$ cat src/rtl/dcsk_tx_sequencer_if.sv
// Bundles the DCSK TX sequencer's word, chaos, delay-register and chip-output signals.
// master = sequencer side, slave = surrounding datapath.
interface dcsk_tx_sequencer_if #(
   parameter int DATA_WIDTH = 32
);
   logic                  Enable;
   logic [4:0]            Spread_Factor;
   logic [DATA_WIDTH-1:0] Data_In;
   logic                  Data_Valid;
   logic                  Data_Ready;
   logic                  Chaos_Chip;
   logic                  Chaos_Req;
   logic [3:0]            Del_Reg_Addr;
   logic                  Del_Reg_Load;
   logic                  Del_Reg_Re;
   logic                  Del_Reg_Data;
   logic                  Chip_Out;
   logic                  Chip_Valid;
   logic                  Chip_Ready;
   logic                  Frame_Start;
   logic                  Word_Done;
   logic                  Busy;

   modport master (
      input  Enable, Spread_Factor, Data_In, Data_Valid, Chaos_Chip, Del_Reg_Data, Chip_Ready,
      output Data_Ready, Chaos_Req, Del_Reg_Addr, Del_Reg_Load, Del_Reg_Re,
             Chip_Out, Chip_Valid, Frame_Start, Word_Done, Busy
   );

   modport slave (
      output Enable, Spread_Factor, Data_In, Data_Valid, Chaos_Chip, Del_Reg_Data, Chip_Ready,
      input  Data_Ready, Chaos_Req, Del_Reg_Addr, Del_Reg_Load, Del_Reg_Re,
             Chip_Out, Chip_Valid, Frame_Start, Word_Done, Busy
   );
endinterface

$ cat src/rtl/dcsk_tx_sequencer.sv
// DCSK TX sequencer: serializes a word LSB first as reference/information chip halves.
// First chip one cycle after accept; Chip_Ready low freezes chip, address and counters.
module dcsk_tx_sequencer #(
   parameter int DATA_WIDTH = 32
) (
   input  logic           Clk,
   input  logic           N_Rst,
   dcsk_tx_sequencer_if.master bus
);
   localparam int BW = (DATA_WIDTH > 1) ? $clog2(DATA_WIDTH) : 1;

   typedef enum logic [1:0] {IDLE, REF, INFO} state_t;

   state_t                state_q, state_d;
   logic [DATA_WIDTH-1:0] word_q, word_d;
   logic [4:0]            sf_q, sf_d;
   logic [BW-1:0]         bit_idx_q, bit_idx_d;
   logic [3:0]            chip_cnt_q, chip_cnt_d;

   logic [4:0] sf_sat;
   logic       chip_hs;
   logic       last_chip;
   logic       last_bit;

   // Degenerate spreading factors are clamped so a half always has 2..16 chips.
   always_comb begin
      sf_sat = bus.Spread_Factor;
      if (bus.Spread_Factor < 5'd2) begin
         sf_sat = 5'd2;
      end else if (bus.Spread_Factor > 5'd16) begin
         sf_sat = 5'd16;
      end
   end

   // Enable low suppresses the handshake so an aborted chip has no side effects.
   assign chip_hs   = bus.Chip_Ready && bus.Enable;
   assign last_chip = ({1'b0, chip_cnt_q} == (sf_q - 5'd1));
   assign last_bit  = (bit_idx_q == BW'(DATA_WIDTH - 1));

   always_comb begin
      state_d    = state_q;
      word_d     = word_q;
      sf_d       = sf_q;
      bit_idx_d  = bit_idx_q;
      chip_cnt_d = chip_cnt_q;

      bus.Data_Ready   = 1'b0;
      bus.Chaos_Req    = 1'b0;
      bus.Del_Reg_Addr = 4'd0;
      bus.Del_Reg_Load = 1'b0;
      bus.Del_Reg_Re   = 1'b0;
      bus.Chip_Out     = 1'b0;
      bus.Chip_Valid   = 1'b0;
      bus.Word_Done    = 1'b0;
      bus.Busy         = (state_q != IDLE);
      bus.Frame_Start  = (state_q == REF) && (bit_idx_q == '0) && (chip_cnt_q == 4'd0);

      case (state_q)
         IDLE: begin
            bus.Data_Ready = bus.Enable && N_Rst;
            if (bus.Data_Valid && bus.Enable && N_Rst) begin
               word_d     = bus.Data_In;
               sf_d       = sf_sat;
               bit_idx_d  = '0;
               chip_cnt_d = 4'd0;
               state_d    = REF;
            end
         end
         REF: begin
            bus.Chip_Valid   = 1'b1;
            bus.Chip_Out     = bus.Chaos_Chip;
            bus.Del_Reg_Addr = chip_cnt_q;
            bus.Chaos_Req    = chip_hs;
            bus.Del_Reg_Load = chip_hs;
            if (!bus.Enable) begin
               state_d    = IDLE;
               chip_cnt_d = 4'd0;
               bit_idx_d  = '0;
            end else if (bus.Chip_Ready) begin
               if (last_chip) begin
                  chip_cnt_d = 4'd0;
                  state_d    = INFO;
               end else begin
                  chip_cnt_d = chip_cnt_q + 4'd1;
               end
            end
         end
         INFO: begin
            bus.Chip_Valid   = 1'b1;
            bus.Del_Reg_Re   = 1'b1;
            bus.Del_Reg_Addr = chip_cnt_q;
            bus.Chip_Out     = bus.Del_Reg_Data ~^ word_q[bit_idx_q];
            if (!bus.Enable) begin
               state_d    = IDLE;
               chip_cnt_d = 4'd0;
               bit_idx_d  = '0;
            end else if (bus.Chip_Ready) begin
               if (last_chip) begin
                  chip_cnt_d = 4'd0;
                  if (last_bit) begin
                     bus.Word_Done = 1'b1;
                     state_d       = IDLE;
                  end else begin
                     bit_idx_d = bit_idx_q + BW'(1);
                     state_d   = REF;
                  end
               end else begin
                  chip_cnt_d = chip_cnt_q + 4'd1;
               end
            end
         end
         default: state_d = IDLE;
      endcase
   end

   always_ff @(posedge Clk or negedge N_Rst) begin
      if (!N_Rst) begin
         state_q    <= IDLE;
         word_q     <= '0;
         sf_q       <= 5'd2;
         bit_idx_q  <= '0;
         chip_cnt_q <= 4'd0;
      end else begin
         state_q    <= state_d;
         word_q     <= word_d;
         sf_q       <= sf_d;
         bit_idx_q  <= bit_idx_d;
         chip_cnt_q <= chip_cnt_d;
      end
   end
endmodule

$ cat src/flat_wrapper.sv
// flat-port wrapper written by rule: the top's interface ports become plain ports
module dcsk_tx_sequencer_flat 
#(
   parameter int DATA_WIDTH = 32
)
  (Clk, N_Rst, bus_Enable, bus_Spread_Factor, bus_Data_In, bus_Data_Valid, bus_Chaos_Chip, bus_Del_Reg_Data, bus_Chip_Ready, bus_Data_Ready, bus_Chaos_Req, bus_Del_Reg_Addr, bus_Del_Reg_Load, bus_Del_Reg_Re, bus_Chip_Out, bus_Chip_Valid, bus_Frame_Start, bus_Word_Done, bus_Busy);
  dcsk_tx_sequencer_if #(.DATA_WIDTH(DATA_WIDTH)) bus_i ();
  input  logic Clk;
  input  logic N_Rst;
  input wire logic [$bits(bus_i.Enable)-1:0] bus_Enable;
  input wire logic [$bits(bus_i.Spread_Factor)-1:0] bus_Spread_Factor;
  input wire logic [$bits(bus_i.Data_In)-1:0] bus_Data_In;
  input wire logic [$bits(bus_i.Data_Valid)-1:0] bus_Data_Valid;
  input wire logic [$bits(bus_i.Chaos_Chip)-1:0] bus_Chaos_Chip;
  input wire logic [$bits(bus_i.Del_Reg_Data)-1:0] bus_Del_Reg_Data;
  input wire logic [$bits(bus_i.Chip_Ready)-1:0] bus_Chip_Ready;
  output wire logic [$bits(bus_i.Data_Ready)-1:0] bus_Data_Ready;
  output wire logic [$bits(bus_i.Chaos_Req)-1:0] bus_Chaos_Req;
  output wire logic [$bits(bus_i.Del_Reg_Addr)-1:0] bus_Del_Reg_Addr;
  output wire logic [$bits(bus_i.Del_Reg_Load)-1:0] bus_Del_Reg_Load;
  output wire logic [$bits(bus_i.Del_Reg_Re)-1:0] bus_Del_Reg_Re;
  output wire logic [$bits(bus_i.Chip_Out)-1:0] bus_Chip_Out;
  output wire logic [$bits(bus_i.Chip_Valid)-1:0] bus_Chip_Valid;
  output wire logic [$bits(bus_i.Frame_Start)-1:0] bus_Frame_Start;
  output wire logic [$bits(bus_i.Word_Done)-1:0] bus_Word_Done;
  output wire logic [$bits(bus_i.Busy)-1:0] bus_Busy;
  assign bus_i.Enable = bus_Enable;
  assign bus_i.Spread_Factor = bus_Spread_Factor;
  assign bus_i.Data_In = bus_Data_In;
  assign bus_i.Data_Valid = bus_Data_Valid;
  assign bus_i.Chaos_Chip = bus_Chaos_Chip;
  assign bus_i.Del_Reg_Data = bus_Del_Reg_Data;
  assign bus_i.Chip_Ready = bus_Chip_Ready;
  assign bus_Data_Ready = bus_i.Data_Ready;
  assign bus_Chaos_Req = bus_i.Chaos_Req;
  assign bus_Del_Reg_Addr = bus_i.Del_Reg_Addr;
  assign bus_Del_Reg_Load = bus_i.Del_Reg_Load;
  assign bus_Del_Reg_Re = bus_i.Del_Reg_Re;
  assign bus_Chip_Out = bus_i.Chip_Out;
  assign bus_Chip_Valid = bus_i.Chip_Valid;
  assign bus_Frame_Start = bus_i.Frame_Start;
  assign bus_Word_Done = bus_i.Word_Done;
  assign bus_Busy = bus_i.Busy;
  dcsk_tx_sequencer #(.DATA_WIDTH(DATA_WIDTH)) u_core (.Clk(Clk), .N_Rst(N_Rst), .bus(bus_i));
endmodule
$ cat config.mk
export PLATFORM = sky130hd
export DESIGN_NAME = dcsk_tx_sequencer_flat
export DESIGN_NICKNAME = d
export VERILOG_FILES = /design/src/rtl/dcsk_tx_sequencer_if.sv /design/src/rtl/dcsk_tx_sequencer.sv /design/src/flat_wrapper.sv
export SDC_FILE = /design/constraint.sdc
export NUM_CORES = 1
export LEC_CHECK = 0
export CORE_UTILIZATION = 54
export DETAILED_ROUTE_END_ITERATION = 8
export PLACE_DENSITY = 0.82
export SYNTH_ARGS = -nofsm -noshare
export SYNTH_HDL_FRONTEND = slang
export SYNTH_SLANG_ARGS = --single-unit
$ cat constraint.sdc
create_clock -name Clk -period 5 [get_ports Clk]
set_input_delay 0.75 -clock Clk [delete_from_list [all_inputs] [get_ports Clk]]
set_output_delay 0.75 -clock Clk [all_outputs]
set_load 0.02 [all_outputs]
-- Word level (Yosys, flattened, before mapping)
Index checks and enable logic that the tools add are counted.
Widths: inputs -> output; s select.
- output and inout bits: 13
- register bits after elaboration: 48
- input port bits: 44
- mux-type cells: 36
- $lt $le $gt $ge: 3
- bitwise operators: 1
- reductions and logical operators: 17
- equal/unequal tests: 12
- $add $sub $neg: 3
- operator list (operator ; number):
    $mux 5 ; 8
    $mux 4 ; 5
    $pmux 5 s3 ; 1
    $mux 2 ; 7
    $mux 1 ; 11
    $ne 3x2->1 const B ; 3
    $ne 3x3->1 const B ; 3
    $pmux 4 s2 ; 1
    $logic_and 1x1->1 ; 6
    $lt 5x6->1 const B ; 1
    $pmux 2 s3 ; 1
    $reduce_and 6->1 ; 1
    $add 5x1->5 const B ; 1
    $bmux 1 s5 ; 1
    $eq 4x5->1 ; 1
    $eq 5x5->1 const B ; 1
    $gt 5x5->1 const B ; 1
    $logic_not 5->1 ; 1
    $lt 5x2->1 const B ; 1
    $reduce_and 5->1 ; 1
    $sub 5x1->5 const B ; 1
    $add 4x1->4 const B ; 1
    $logic_not 4->1 ; 1
    $reduce_bool 2->1 ; 2
    11 further kinds ; 11

-- Depth between registers and ports, before layout
- depth after elaboration: 6
- depth in mapped cells: 8

-- Worst setup path after synthesis
Ideal clock, no wire load.
- path type: reg2out
- start point: register u_core.bit_idx_q[0]
- end point: output bus_Chip_Out
- slack: 2.055 ns
- data required time: 4.250 ns
- arrival: 2.195 ns
- cell stages (with the launch flop): 8
- cells stage by stage: dfrtp_1 > buf_4 > mux4_2 > mux4_2 > mux2i_1 > xor2_1 > a22oi_1 > nor2b_1
- cells in the longest elaborated chain, start to end: 4
- RTL lines (item ; RTL line ; source):
    from (decl) ; dcsk_tx_sequencer.sv:17 ; logic [BW-1:0] bit_idx_q, bit_idx_d;
    from (signal assigned) ; dcsk_tx_sequencer.sv:127 ; bit_idx_q <= bit_idx_d;
    $bmux 1 s5 ; dcsk_tx_sequencer.sv:92 ; bus.Chip_Out = bus.Del_Reg_Data ~^ word_q[bit_idx_q];
    $mux 1 (not written as such) ; dcsk_tx_sequencer.sv:92 ;
    $xnor 1x1->1 ; dcsk_tx_sequencer.sv:92 ;
    $pmux 1 s2 ; dcsk_tx_sequencer.sv:58 ; case (state_q)
    to (decl) ; flat_wrapper.sv:22 ; output wire logic [$bits(bus_i.Chip_Out)-1:0] bus_Chip_Out;
No other way between the ends. The select of a mux whose other input is x is not followed.

-- Worst setup path in the final report
Ends and elaborated chain as after synthesis.

==> reports/qor.yml <==
routing:
  vias_per_cell: 5.62
  dr_total_vias: 1821
  dr.pass1.iters: 6
  wl_um: 4960
  drc: 6
  first_iter_violations: 104
  wl_per_cell_um: 15.3
  ant_nets: 0
sta:
  min_period_ns: 3.92
  fin_setup_tns_ns: 0
  slew_headroom: 0.604
  worst_pin_slew_ns: 0.594
  slew_viol_final: 0
  hold_violations: 0
  min_period_over_period: 0.783
  fmax_ghz: 0.255
  setup_viol: 0
  clock_skew_ns: 0.00581
  rsz0062_at_grt: "false"
power_and_ir_drop:
  leakage_nw: 1.40
  p_comb_frac: 0.392
  p_switching_w: 0.000476
  clkPwrFrac: 0.154
  peakVddDrop_v: 0.000272
  p_int_w: 0.000973
  power_per_cell_area_nw_per_um2: 449
  p_seq_frac: 0.454
  swShare: 0.328
global_route:
  grt_max_degree: 50
  grt_overflow: 0
  grtUsageTotal: 0.221
  grt_pass1_wl_um: 8590
  grt_pass1_vias: 1773
  antenna_found_initial: 0
worst_setup_path:
  start_kind: "register"
  crit_path_frequent_cell: "mux4_2"
  slowest_delay_ns: 0.69
  cp.arrival_ns: 3.17
  crit_slowest_cell: "dfrtp_1"
  crit_required_ns: 4.25
  end_kind: "output pin"
  worst-path-max-fanout: 11
  cp_cell_sequence: "mux4_2, mux4_2, mux2i_1, xor2_1, a22oi_1, nor2b_1, clkdlybuf4s50_1"
  crit_type: "reg -> out"
die:
  die_w_um: 70.6
  die_y_um: 70.6
  row_count: 24
  coreArea_um2: 4440
  ios: 57
  initial_core_util: 0.572
  dieArea_um2: 4980
clocking:
  cts_made_buffers: 5
  tritoncts: "yes"
  cts_setup_buffers: 0
  ctsRootBufferMaster: "clkbuf_8"
  cts_buffer_depth: 2
  clk_latency_ns: 0.29
  h-tree-depth: 2
  cts_hold_buf: 0
  clk_pin_slew_ns: 0.08
  cts_num_sinks: 48
  cts_resized: 0
logic_synthesis:
  syn_area_um2: 2540
  ys_ff_latch: 48
  synth_edf_count: 0
  syn_inst: 213
  synthFlopType: "dfrtp_1"
  yosysUniqueCellTypes: 41
  synth_warnings: 0
  syn_avg_cell_area_um2: 11.9
  yosysSeqAreaShare: 0.473
  synthArstFlopShare: 1.00
  synth_fp_nets: 267
placed_design:
  hpwl_um: 3840
  io_buffers: 56
  globalplace.congestion: 0.863
  postPlaceCellArea_um2: 3140
  placed_cells: 316
job:
  drv_cap: 0
worst_hold_path:
  hold_class: "reg -> reg"
outcome:
  violations: "design-rule violations"
  outcome: "finished, violations left"
layout:
  fin_cells: 324
  n_fill_cell: 325
  drive_above_1_share: 0.169
  multi_input_area_um2: 1260
  syn_to_final_growth_pct: 27.0
  area.sequential_um2: 1200
  fin_area_um2: 3230
  fin_nets: 325
  n_antenna_cell: 0
[layout make-up]
class | instances | area share
multi-input cells | 145 | 0.389
flip-flops and latches | 48 | 0.372
repair buffers | 58 | 0.177
clock buffers | 7 | 0.0236
well taps | 52 | 0.0202
inverters | 13 | 0.0151
clock inverters | 1 | 0.00271
[logic make-up after synthesis]
family | after synthesis | synth area share
mux | 45 | 0.243
buf+inv | 20 | 0.0325
simple gates | 55 | 0.107
xor+xnor | 8 | 0.0276
compound gates | 27 | 0.0675
flops | 48 | 0.473
fa+ha+maj | 10 | 0.0492
[critical path, delay by kind of cell (launching register included)]
kind	cells	cell delay (ns)
AOI/OAI and AO/OA	1	0.08
xor gates and xnor gates	1	0.16
buffers and inverters	1	0.60
DFF	1	0.69
muxes	3	1.24
and+or+nand+nor	1	0.11
[worst paths after layout]
kind,to,cells after the start,slack (ns),from
worst max-delay path,bus_Chip_Out,7,1.08,u_core.bit_idx_q[0]
worst min-delay path,u_core.sf_q[1],2,0.49,u_core.sf_q[1]
worst max register to register,u_core.bit_idx_q[0],6,2.71,u_core.bit_idx_q[0]
worst min register to register,u_core.sf_q[1],2,0.49,u_core.sf_q[1]
max in group asynchronous,u_core.chip_cnt_q[3],2,3.99,N_Rst
min in group asynchronous,u_core.word_q[14],2,0.62,N_Rst
[per-layer routing]
layer	track usage	share of wire	up-vias
met5	0	0	-
met4	0.0533	0.0073	0
met3	0.0356	0.040	2
met2	0.360	0.50	49
met1	0.317	0.45	892
li1	-	-	878
[sequential cells by signal (all words and copies together), names as in the netlist]
signal,cells
u_core.chip_cnt_q,4
u_core.bit_idx_q,5
u_core.word_q,32
u_core.state_q,2
u_core.sf_q,5
[power by group through the flow]
stage	clock network (W)	registers, W	logic, W
CTS	0.000231	0.000658	0.000575
floorplan	0	0.000619	0.000416
global placement	0	0.000669	0.000545
global route	0.000246	0.000677	0.000624
finish	0.000223	0.000658	0.000568
detailed placement	0	0.000667	0.000574
[synth_stat cells (2+ instances only)]
| cell | number | area, um^2 |
|---|---|---|
| nor3_1 | 3 | 15.0 |
| and3_1 | 4 | 25.0 |
| inv_1 | 13 | 48.8 |
| mux2i_1 | 2 | 20.0 |
| ha_1 | 10 | 125 |
| xnor2_1 | 6 | 52.6 |
| mux4_2 | 10 | 225 |
| buf_4 | 2 | 15.0 |
| xor2_1 | 2 | 17.5 |
| buf_1 | 3 | 11.3 |
| and2_1 | 6 | 37.5 |
| nand2_1 | 22 | 82.6 |
| a22o_1 | 3 | 26.3 |
| o21ai_1 | 9 | 45.0 |
| nand3_1 | 3 | 15.0 |
| dfrtp_1 | 47 | 1180 |
| nor2_1 | 8 | 30.0 |
| a21oi_1 | 4 | 20.0 |
| clkbuf_1 | 2 | 7.51 |
| mux2_2 | 26 | 293 |
| mux2_1 | 7 | 78.8 |
| o21ai_0 | 2 | 10.0 |
[stage by stage]
stage                     worst slack, ns   util  hold slack (ns)  power (W)
after floorplan                      2.05      -            0.454    0.00104
after global placement               1.41  0.707            0.469    0.00121
after detailed placement             1.36  0.707            0.476    0.00124
after CTS                            1.04  0.726            0.488    0.00146
after global routing                0.872  0.726            0.515    0.00155
final                                1.08  0.726            0.487    0.00145
[cells in the final DEF (no fill, tap or decap), types with 2 or more instances in the layout]
cell             netlist  routed
a22o_1                 3       3
buf_4                  2       2
mux2i_1                2       2
dfrtp_1               47      47
clkbuf_1               2       2
inv_1                 13      13
xor2_1                 2       2
ha_1                  10      10
nor3_1                 3       3
mux2_1                 7       7
o21ai_1                9       9
mux4_2                10      10
clkbuf_8               0       5
a21oi_1                4       4
xnor2_1                6       6
o21ai_0                2       2
nor2_1                 8       8
and3_1                 4       4
nand2_1               22      22
clkdlybuf4s50_1        0      55
nand3_1                3       3
mux2_2                26      26
and2_1                 6       6
Note: power is estimated with default switching activity, not from simulation.
